**src/rtl/instr_encoder_pkg.sv**
```systemverilog
// Shared opcode/kind constants, request payload and FSM encoding for the program loader.
package instr_encoder_pkg;
   localparam int unsigned INSTR_W = 32;
   localparam int unsigned KIND_W  = 2;
   localparam int unsigned REG_W   = 5;
   localparam int unsigned IMM_W   = 26;

   localparam logic [5:0] OP_LW = 6'b100011;
   localparam logic [5:0] OP_SW = 6'b101011;
   localparam logic [5:0] OP_J  = 6'b000010;

   localparam logic [KIND_W-1:0] KIND_LW   = 2'b00;
   localparam logic [KIND_W-1:0] KIND_SW   = 2'b01;
   localparam logic [KIND_W-1:0] KIND_J    = 2'b10;
   localparam logic [KIND_W-1:0] KIND_RSVD = 2'b11;

   localparam logic [1:0] ST_IDLE = 2'd0;
   localparam logic [1:0] ST_RUN  = 2'd1;
   localparam logic [1:0] ST_FULL = 2'd2;

   typedef struct packed {
      logic [KIND_W-1:0] kind;
      logic [REG_W-1:0]  rs;
      logic [REG_W-1:0]  rt;
      logic [IMM_W-1:0]  imm;
   } req_t;

   // Reserved kinds encode to zero; they are never pushed.
   function automatic logic [INSTR_W-1:0] encode(input req_t r);
      case (r.kind)
         KIND_LW: encode = {OP_LW, r.rs, r.rt, r.imm[15:0]};
         KIND_SW: encode = {OP_SW, r.rs, r.rt, r.imm[15:0]};
         KIND_J:  encode = {OP_J, r.imm};
         default: encode = '0;
      endcase
   endfunction
endpackage

```
**src/rtl/instr_encoder_if.sv**
```systemverilog
// Symbolic instruction request channel (producer = master, loader = slave).
interface instr_encoder_if;
   import instr_encoder_pkg::*;

   logic              req_valid;
   logic              req_ready;
   logic [KIND_W-1:0] req_kind;
   logic [REG_W-1:0]  req_rs;
   logic [REG_W-1:0]  req_rt;
   logic [IMM_W-1:0]  req_imm;

   modport master (output req_valid, req_kind, req_rs, req_rt, req_imm, input req_ready);
   modport slave  (input req_valid, req_kind, req_rs, req_rt, req_imm, output req_ready);
endinterface

```
**src/rtl/instr_encoder_sync_fifo.sv**
```systemverilog
// Single-clock FIFO with flush; full/empty derived from registered pointers.
module instr_encoder_sync_fifo #(
   parameter int unsigned WIDTH = 32,
   parameter int unsigned DEPTH = 4
) (
   input  logic                   clk,
   input  logic                   rst_n,
   input  logic                   i_flush,
   input  logic                   i_push,
   input  logic [WIDTH-1:0]       i_din,
   input  logic                   i_pop,
   output logic [WIDTH-1:0]       o_dout,
   output logic                   o_full,
   output logic                   o_empty,
   output logic [$clog2(DEPTH):0] o_count
);
   localparam int unsigned PTR_W = $clog2(DEPTH);

   logic [WIDTH-1:0] r_mem [DEPTH];
   logic [PTR_W:0]   r_wptr;
   logic [PTR_W:0]   r_rptr;
   logic             w_push;
   logic             w_pop;

   assign o_count = r_wptr - r_rptr;
   assign o_full  = (o_count == (PTR_W+1)'(DEPTH));
   assign o_empty = (r_wptr == r_rptr);
   assign o_dout  = r_mem[r_rptr[PTR_W-1:0]];
   assign w_push  = i_push && !o_full;
   assign w_pop   = i_pop && !o_empty;

   // Flush wins over any push/pop in the same cycle.
   always_ff @(posedge clk or negedge rst_n) begin
      if (!rst_n) begin
         r_wptr <= '0;
         r_rptr <= '0;
      end else if (i_flush) begin
         r_wptr <= '0;
         r_rptr <= '0;
      end else begin
         if (w_push) r_wptr <= r_wptr + (PTR_W+1)'(1);
         if (w_pop)  r_rptr <= r_rptr + (PTR_W+1)'(1);
      end
   end

   always_ff @(posedge clk) begin
      if (w_push && !i_flush) r_mem[r_wptr[PTR_W-1:0]] <= i_din;
   end
endmodule

```
**src/rtl/instr_encoder.sv**
```systemverilog
// Program loader: encodes lw/sw/j requests into MIPS words and writes them
// sequentially into instruction memory through a small decoupling FIFO.
module instr_encoder
   import instr_encoder_pkg::*;
#(
   parameter int unsigned ADDR_W     = 8,
   parameter int unsigned FIFO_DEPTH = 4,
   parameter int unsigned BASE_ADDR  = 0
) (
   input  logic               clk,
   input  logic               rst_n,
   input  logic               i_start,
   instr_encoder_if.slave     s_req,
   output logic               o_imem_we,
   input  logic               i_imem_ready,
   output logic [ADDR_W-1:0]  o_imem_addr,
   output logic [INSTR_W-1:0] o_imem_wdata,
   output logic [ADDR_W:0]    o_word_count,
   output logic               o_mem_full,
   output logic               o_err
);
   localparam int unsigned     CNT_W = $clog2(FIFO_DEPTH) + 1;
   localparam logic [ADDR_W-1:0] BASE = ADDR_W'(BASE_ADDR);

   logic [1:0]         r_state;
   logic [1:0]         w_next;
   logic [ADDR_W-1:0]  r_addr;
   logic [ADDR_W:0]    r_word_count;
   logic               r_err;

   req_t               w_req;
   logic [INSTR_W-1:0] w_enc;
   logic [INSTR_W-1:0] w_head;
   logic [CNT_W-1:0]   w_fifo_count;
   logic               w_fifo_full;
   logic               w_fifo_empty;
   logic               w_full_st;
   logic               w_accept;
   logic               w_rsvd;
   logic               w_push;
   logic               w_we;
   logic               w_wr;
   logic               w_last;
   logic               w_flush;
   logic               w_drain;

   assign w_req     = {s_req.req_kind, s_req.req_rs, s_req.req_rt, s_req.req_imm};
   assign w_enc     = encode(w_req);
   assign w_full_st = (r_state == ST_FULL);

   // Ready uses the registered full flag, so a pop never frees a slot in the same cycle.
   assign s_req.req_ready = rst_n && !w_fifo_full && !w_full_st && !i_start;
   assign w_accept = s_req.req_valid && s_req.req_ready;
   assign w_rsvd   = (w_req.kind == KIND_RSVD);
   assign w_push   = w_accept && !w_rsvd;
   assign w_we     = !w_fifo_empty && !w_full_st;
   assign w_wr     = w_we && i_imem_ready && !i_start;
   assign w_last   = w_wr && (r_addr == '1);
   assign w_flush  = i_start || w_last;
   assign w_drain  = w_wr && !w_push && (w_fifo_count == CNT_W'(1));

   instr_encoder_sync_fifo #(
      .WIDTH (INSTR_W),
      .DEPTH (FIFO_DEPTH)
   ) u_fifo (
      .clk     (clk),
      .rst_n   (rst_n),
      .i_flush (w_flush),
      .i_push  (w_push),
      .i_din   (w_enc),
      .i_pop   (w_wr),
      .o_dout  (w_head),
      .o_full  (w_fifo_full),
      .o_empty (w_fifo_empty),
      .o_count (w_fifo_count)
   );

   always_ff @(posedge clk or negedge rst_n) begin
      if (!rst_n) r_state <= ST_IDLE;
      else        r_state <= w_next;
   end

   always_comb begin
      w_next = r_state;
      if (i_start) begin
         w_next = ST_IDLE;
      end else begin
         case (r_state)
            ST_IDLE: if (w_push) w_next = ST_RUN;
            ST_RUN: begin
               if (w_last)       w_next = ST_FULL;
               else if (w_drain) w_next = ST_IDLE;
            end
            ST_FULL: w_next = ST_FULL;
            default: w_next = ST_IDLE;
         endcase
      end
   end

   // Address holds on the final slot so it still shows where loading stopped.
   always_ff @(posedge clk or negedge rst_n) begin
      if (!rst_n) begin
         r_addr       <= BASE;
         r_word_count <= '0;
         r_err        <= 1'b0;
      end else if (i_start) begin
         r_addr       <= BASE;
         r_word_count <= '0;
         r_err        <= 1'b0;
      end else begin
         if (w_wr) begin
            r_word_count <= r_word_count + (ADDR_W+1)'(1);
            if (!w_last) r_addr <= r_addr + ADDR_W'(1);
         end
         if (w_accept && w_rsvd) r_err <= 1'b1;
      end
   end

   assign o_imem_we    = w_we;
   assign o_imem_addr  = r_addr;
   assign o_imem_wdata = w_fifo_empty ? '0 : w_head;
   assign o_word_count = r_word_count;
   assign o_mem_full   = w_full_st;
   assign o_err        = r_err;
endmodule

```
**src/flat_wrapper.sv**
```systemverilog
// flat-port wrapper written by rule: the top's interface ports become plain ports
module instr_encoder_flat import instr_encoder_pkg::*;
#(
   parameter int unsigned ADDR_W     = 8,
   parameter int unsigned FIFO_DEPTH = 4,
   parameter int unsigned BASE_ADDR  = 0
)
  (clk, rst_n, i_start, o_imem_we, i_imem_ready, o_imem_addr, o_imem_wdata, o_word_count, o_mem_full, o_err, s_req_req_valid, s_req_req_kind, s_req_req_rs, s_req_req_rt, s_req_req_imm, s_req_req_ready);
  instr_encoder_if s_req_i ();
  input  logic clk;
  input  logic rst_n;
  input  logic i_start;
  output logic o_imem_we;
  input  logic i_imem_ready;
  output logic [ADDR_W-1:0] o_imem_addr;
  output logic [INSTR_W-1:0] o_imem_wdata;
  output logic [ADDR_W:0] o_word_count;
  output logic o_mem_full;
  output logic o_err;
  input wire logic [$bits(s_req_i.req_valid)-1:0] s_req_req_valid;
  input wire logic [$bits(s_req_i.req_kind)-1:0] s_req_req_kind;
  input wire logic [$bits(s_req_i.req_rs)-1:0] s_req_req_rs;
  input wire logic [$bits(s_req_i.req_rt)-1:0] s_req_req_rt;
  input wire logic [$bits(s_req_i.req_imm)-1:0] s_req_req_imm;
  output wire logic [$bits(s_req_i.req_ready)-1:0] s_req_req_ready;
  assign s_req_i.req_valid = s_req_req_valid;
  assign s_req_i.req_kind = s_req_req_kind;
  assign s_req_i.req_rs = s_req_req_rs;
  assign s_req_i.req_rt = s_req_req_rt;
  assign s_req_i.req_imm = s_req_req_imm;
  assign s_req_req_ready = s_req_i.req_ready;
  instr_encoder #(.ADDR_W(ADDR_W), .FIFO_DEPTH(FIFO_DEPTH), .BASE_ADDR(BASE_ADDR)) u_core (.clk(clk), .rst_n(rst_n), .i_start(i_start), .s_req(s_req_i), .o_imem_we(o_imem_we), .i_imem_ready(i_imem_ready), .o_imem_addr(o_imem_addr), .o_imem_wdata(o_imem_wdata), .o_word_count(o_word_count), .o_mem_full(o_mem_full), .o_err(o_err));
endmodule
```
**config.mk**
```make
export PLATFORM = sky130hd
export DESIGN_NAME = instr_encoder_flat
export DESIGN_NICKNAME = d
export VERILOG_FILES = /design/src/rtl/instr_encoder_pkg.sv /design/src/rtl/instr_encoder_if.sv /design/src/rtl/instr_encoder_sync_fifo.sv /design/src/rtl/instr_encoder.sv /design/src/flat_wrapper.sv
export SDC_FILE = /design/constraint.sdc
export NUM_CORES = 1
export LEC_CHECK = 0
export ABC_AREA = 1
export ABC_CLOCK_PERIOD_IN_PS = 4500
export BUFFER_PORTS_ARGS = -buffer_cell sky130_fd_sc_hd__buf_2
export CORE_MARGIN = 10
export CORE_UTILIZATION = 23
export CTS_BUF_LIST = sky130_fd_sc_hd__clkbuf_4 sky130_fd_sc_hd__clkbuf_8
export CTS_CLUSTER_DIAMETER = 150
export DETAILED_ROUTE_END_ITERATION = 8
export GPL_ROUTABILITY_DRIVEN = 0
export PLACE_DENSITY = 0.38
export SYNTH_ARGS = -nofsm -noshare
export SYNTH_HDL_FRONTEND = slang
export SYNTH_HIERARCHICAL = 1
export SYNTH_SLANG_ARGS = --single-unit
```
**constraint.sdc**
```tcl
create_clock -name clk -period 4.5 [get_ports clk]
set_clock_uncertainty 0.2 [all_clocks]
set_input_delay 0.675 -clock clk [delete_from_list [all_inputs] [get_ports clk]]
set_output_delay 0.675 -clock clk [all_outputs]
set_load 0.02 [all_outputs]
```
After elaboration in Yosys (flattened, before gate mapping):

Memories as Yosys holds them, arrays and structs flattened.
Cells that the tools add are included.

* output and inout port bits: 53
* bits in registers: 26
* word-level logic and storage cells: 75
* memories: 1
* memory bits (writable): 128

Memories
* u_core.u_fifo.r_mem: words 4, bits a word 32, read ports 1, clocked after memory_dff 0, wr ports 1, line instr_encoder_sync_fifo.sv:19 `logic [WIDTH-1:0] r_mem [DEPTH];`

* multiplexer cells: 20
* add/sub/neg operators: 5
* reduce and logical (&&, ||, !) cells: 31
* equality and inequality tests: 12

Operator list (count)
* case mux 32 bit (3 select lines): 1
* 2-to-1 mux 32 bit: 1
* 2-to-1 mux 8 bit: 3
* 2-to-1 mux 9 bit: 2
* logical AND 1 bit: 15
* 2-to-1 mux 3 bit: 4
* adder 9 x 1 -> 9 bit, second input constant: 1
* adder 8 x 1 -> 8 bit, second input constant: 1
* == test 8 bit, second input constant: 1
* 2-to-1 mux 2 bit: 4
* nonzero test 2 bit: 4
* logical NOT 1 bit: 7
* adder 3 x 1 -> 3 bit, second input constant: 2
* == test 2 bit, second input constant: 3
* case mux 2 bit (3 select lines): 1
* == test 2 x 1 -> 1 bit, second input constant: 2
* logical NOT 2 bit: 2
* 2-to-1 mux 1 bit: 4
* inequality test 4 x 2 -> 1 bit, second input constant: 1
* AND reduction 2 bit: 2
* == test 3 x 1 -> 1 bit, second input constant: 1
* == test 3 bit: 1
* == test 3 bit, second input constant: 1
* inequality test 3 bit, second input constant: 1
* 3 further kinds: 3

Depth between registers and ports, before layout:

* word-level depth: 15
* depth in mapped cells: 17
* mapped depth without buffers: 17

Hierarchy:

Netlist, hierarchy kept.

Modules (own cells, without submodules)
* instr_encoder_sync_fifo: times used 1, area each 5288.8 um^2, cells each 378
* instr_encoder: times used 1, area each 1757.9 um^2, cells each 292

Worst setup path before layout:

OpenSTA, ideal clock, no wires.

* path kind: register -> register
* from: register u_core.u_fifo.r_wptr[0]
* to: memory u_core.u_fifo.r_mem[0][0], enable pin
* arrival: 3454 ps
* required time: 3879 ps
* stages on the path, launching flop included: 15
* library setup time: 421 ps
* clock period less this slack: 4075 ps
* buffers on the path: 0
* setup slack: 425 ps
* cells stage by stage: dfrtp_1 inv_1 ha_1 inv_1 fa_1 nor2_1 nand2_4 inv_1 nor2_1 nand2_1 nor3_2 nand2_1 inv_1 nand3_2 nor2_1

* longest elaborated chain between the ends: 12
* elaborated cells between the ends (all ways): 20
* classes of those cells: 1 x add/sub; 2 x eq/ne; 2 x mux; 15 x reduce/logical

RTL lines
* from (decl): line instr_encoder_sync_fifo.sv:20 `logic [PTR_W:0] r_wptr;`
* from (signal assigned): line instr_encoder_sync_fifo.sv:41 `if (w_push) r_wptr <= r_wptr + (PTR_W+1)'(1);`
* subtractor 3 bit: line instr_encoder_sync_fifo.sv:25 `assign o_count = r_wptr - r_rptr;`
* via u_core.w_fifo_count[1]: line instr_encoder.sv:34 `logic [CNT_W-1:0] w_fifo_count;`
* == test 3 bit: line instr_encoder_sync_fifo.sv:26 `assign o_full = (o_count == (PTR_W+1)'(DEPTH));`
* via u_core.w_fifo_full: line instr_encoder.sv:35 `logic w_fifo_full;`
* logical NOT 1 bit: line instr_encoder.sv:52 `assign s_req.req_ready = rst_n && !w_fifo_full && !w_full_st && !i_start;`
* logical AND 1 bit (3 in series): line instr_encoder.sv:52
* logical AND 1 bit: line instr_encoder.sv:53 `assign w_accept = s_req.req_valid && s_req.req_ready;`
* logical AND 1 bit: line instr_encoder.sv:55 `assign w_push = w_accept && !w_rsvd;`
* via u_core.w_push: line instr_encoder.sv:40 `logic w_push;`
* logical AND 1 bit: line instr_encoder_sync_fifo.sv:29 `assign w_push = i_push && !o_full;`
* logical AND 1 bit: line instr_encoder_sync_fifo.sv:47 `if (w_push && !i_flush) r_mem[r_wptr[PTR_W-1:0]] <= i_din;`
* 2-to-1 mux 1 bit: line instr_encoder_sync_fifo.sv:47
* 2-to-1 mux 1 bit (implied by the code): line instr_encoder_sync_fifo.sv:47
* to (decl): line instr_encoder_sync_fifo.sv:19

The timed path passes the listed nets, and every way through them passes these cells.

Final worst setup path:

* from: register u_core.u_fifo.r_rptr[0]
* to: output port o_imem_wdata[3]

* longest elaborated chain between the ends: 2
* elaborated cells between the ends (all ways): 3
* classes of those cells: 1 x eq/ne; 1 x mux; 1 x memory

RTL lines
* from (decl): line instr_encoder_sync_fifo.sv:21 `logic [PTR_W:0] r_rptr;`
* from (signal assigned): line instr_encoder_sync_fifo.sv:42 `if (w_pop) r_rptr <= r_rptr + (PTR_W+1)'(1);`
* memory read (4 x 32 bit)
* via u_core.w_head[3]: line instr_encoder.sv:33 `logic [INSTR_W-1:0] w_head;`
* 2-to-1 mux 32 bit: line instr_encoder.sv:121 `assign o_imem_wdata = w_fifo_empty ? '0 : w_head;`
* to (decl): line flat_wrapper.sv:16 `output logic [INSTR_W-1:0] o_imem_wdata;`

The timed path passes the listed nets, and every way through them passes these cells.

==> flow_summary.ini <==
[critical_path]
critPathLaunchType = flip-flop
r2r-start = u_core/u_fifo/r_wptr[0]$_DFFE_PN0P_
critPathMaxFanout = 67
cp.required_ns = 3.62
cp-startpoint = u_core/u_fifo/r_rptr[0]$_DFFE_PN0P_
criticalPathCategory = reg2out
arrival_ns = 2.98
cp-end-kind = output pin

[detailed_routing]
drt_drc_violations_left = 0
wl_per_cell_um = 16.09
finalWirelength_um = 18980
viasPerCell = 4.170
num_vias = 4921
ant_nets = 0
dr.pass1.iters = 4
drt-initial-drc-count = 232

[final_layout]
n_fill_cell = 3240
syn2layout_area_growth_pct = 19.48
fin_nets = 824
drive_above_1_share_pct = 22.83
postLayoutCellArea_um2 = 8419
diodes = 0

[global_route]
grt_pass1_vias = 5231
track_usage_pct = 10.07
grt_pass1_wl_um = 30100
met2_usage_pct = 17.31
grt_most_used_layer = met2
met1_usage_pct = 12.23
grt_overflow = 0
antenna_found_initial = 0
grt_max_degree = 68
grtUsageMet3_pct = 2.878

[placed_design]
dp.final_hpwl_um = 12170
pre_cts_ws_ns = 0.7994
place_area_um2 = 8013
numPortBuffers = 95

[sta]
fin_ws_ns = 0.6466
setup-tns-final_ns = 0
period_share_pct = 85.63
rsz0062_at_grt = no
max_freq_mhz = 259.5
finalMaxSlewViolations = 0
setup_viol = 0
maxSlewHeadroom_pct = 41.56
min_period_ns = 3.853
hold_viol = 0
worst_pin_slew_ns = 0.8753

[flow_run]
drv_cap = 0

[clock_tree]
cts_resized = 0
postCtsSetupBuffers = 0
h-tree-depth = 4
root_buffer = clkbuf_8
clk_pin_slew_worst_paths_ns = 0.10
clock_sink_count = 154
cts_tree = yes
cts_buffer_depth = 2
hold_buffers = 0
cts_buffers = 17
clock_latency_ns = 0.44

[power_and_ir_drop]
p_int_mw = 2.165
switchingPower_mw = 0.9542
ir_drop_mv = 0.2213
switching_share_pct = 30.59
p_per_area_nw_per_um2 = 370.5
p_leak_nw = 3.475
clkPwrFrac_pct = 34.6
pwr-share-comb_pct = 15.0
pwr-share-seq_pct = 50.4

[floorplan]
die_x_um = 195.0
rows = 64
die_y_um = 195.0
die_area_um2 = 38040
io_pins = 96
start_util_pct = 23.16
coreArea_um2 = 30430

[synthesis]
yosysUniqueCellTypes = 39
synth.cell_area_um2 = 7047
synth.area.top_cells = edfxtp_1 (55%), dfrtp_1 (9.2%), nor2_1 (7.1%)
yosys.area.top_type_share_pct = 54.55
synth_seq_cells = 154
synth-edff-count = 128
async_reset_ff_share_pct = 16.88
synth_seq_area_share_pct = 63.78
synthFlopType = edfxtp_1
yosysWarnings = 6
synthCells = 670
syn_avg_cell_area_um2 = 10.52
yosysTopAreaCell = edfxtp_1

[status]
outcome = finished clean

[worst_hold_path]
hold_path.class = in2async
## worst max-delay path, stage by stage (launching register included)
cell and delay [ns]:
dfrtp_2 0.41, buf_4 0.32, inv_2 0.75, buf_4 0.38, o21ai_0 0.11, o22ai_1 0.18
inv_1 0.07, nor2_1 0.08, buf_2 0.17
## power by group through the flow
| stage | clock, mW | sequential [mW] | combinational [mW] |
|---|---|---|---|
| final | 1.08 | 1.57 | 0.469 |
| after global routing | 1.18 | 1.57 | 0.533 |
| after CTS | 1.13 | 1.57 | 0.488 |
| after detailed placement | 0 | 1.60 | 0.486 |
| after global placement | 0 | 1.60 | 0.491 |
| after floorplan | 0 | 1.61 | 0.318 |
## path summary, 6_finish.rpt
check | endpoint | slack, ns | cells past startpoint
max | o_imem_wdata[3] | 0.65 | 8
min | u_core/u_fifo/r_rptr[0]$_DFFE_PN0P_ | 0.1 | 2
max reg2reg | u_core/u_fifo/r_mem[2][8]$_DFFE_PP_ | 0.82 | 16
min reg2reg | u_core/o_word_count[4]$_DFFE_PN0P_ | 0.32 | 1
max in group asynchronous | u_core/o_err$_DFFE_PN0P_ | 3.72 | 2
min in group clk | u_core/o_word_count[4]$_DFFE_PN0P_ | 0.32 | 1
## metal layers
layer | part of all wire, % | up-vias
li1 | - | 2459
met1 | 45 | 2371
met2 | 49 | 84
met3 | 4.6 | 7
met4 | 0.67 | 0
met5 | 0 | -
## placed cells by master (no fill, tap or decap), types with 7 or more instances in the layout
master	n
inv_6	7
inv_1	75
buf_2	95
o21ai_1	25
edfxtp_1	128
o22ai_1	33
nand3_1	32
ha_1	9
dfrtp_1	25
clkbuf_8	17
conb_1	8
nand2_1	66
buf_4	7
nor2_1	130
o21ai_0	46
## through the flow
stage	total power, mW	hold slack, ns	instances	utilization (%)
floorplan	1.925	0.1794	677	-
global placement	2.094	0.3189	1148	26.33
detailed placement	2.090	0.3092	1148	26.33
CTS	3.189	0.09449	1180	27.67
global route	3.289	0.09313	1180	27.67
finish	3.119	0.09922	1180	27.67
## layout make-up
cell class | instances | area [um2] | share of cell area [%]
Sequential cell | 154 | 4496 | 53.40
Multi-Input combinational cell | 407 | 2102 | 24.97
Timing Repair Buffer | 105 | 588.1 | 6.985
Tap cell | 396 | 495.5 | 5.885
Inverter | 86 | 331.6 | 3.938
Clock buffer | 17 | 234.0 | 2.779
Clock inverter | 15 | 172.7 | 2.051
## registers in the layout, summed over array words and instances, names as in the netlist
name,flops
u_core/o_imem_addr,8
u_core/u_fifo/r_mem,128
u_core/u_fifo/r_rptr,3
u_core/o_err,1
u_core/o_word_count,9
u_core/u_fifo/r_wptr,3
u_core/r_state,2
## Yosys cell counts, types with 4 or more instances
cell type and number:
nand4_1 4, nor2_2 4, nor2_1 134, nand2_1 66
a21oi_1 6, o22ai_1 33, nor3_1 5, clkbuf_1 13
o21ai_1 25, nand3_1 32, nand2_2 6, xor2_1 6
buf_6 7, o21ai_0 46, ha_1 9, edfxtp_1 128
inv_2 6, dfrtp_1 26, nand3_2 5, inv_1 76
buf_2 8
## cells by family after synthesis
| group | after synthesis | synth area share (%) |
|---|---|---|
| XOR/XNOR | 7 | 0.8700 |
| AO/OA/AOI/OAI | 115 | 8.985 |
| flip-flops | 154 | 63.78 |
| AND/OR/NAND/NOR | 267 | 17.24 |
| other | 1 | 0.05322 |
| adder cells (fa/ha/maj) | 10 | 1.882 |
| buffers and inverters | 116 | 7.191 |
Note: power is estimated with default switching activity, not from simulation.
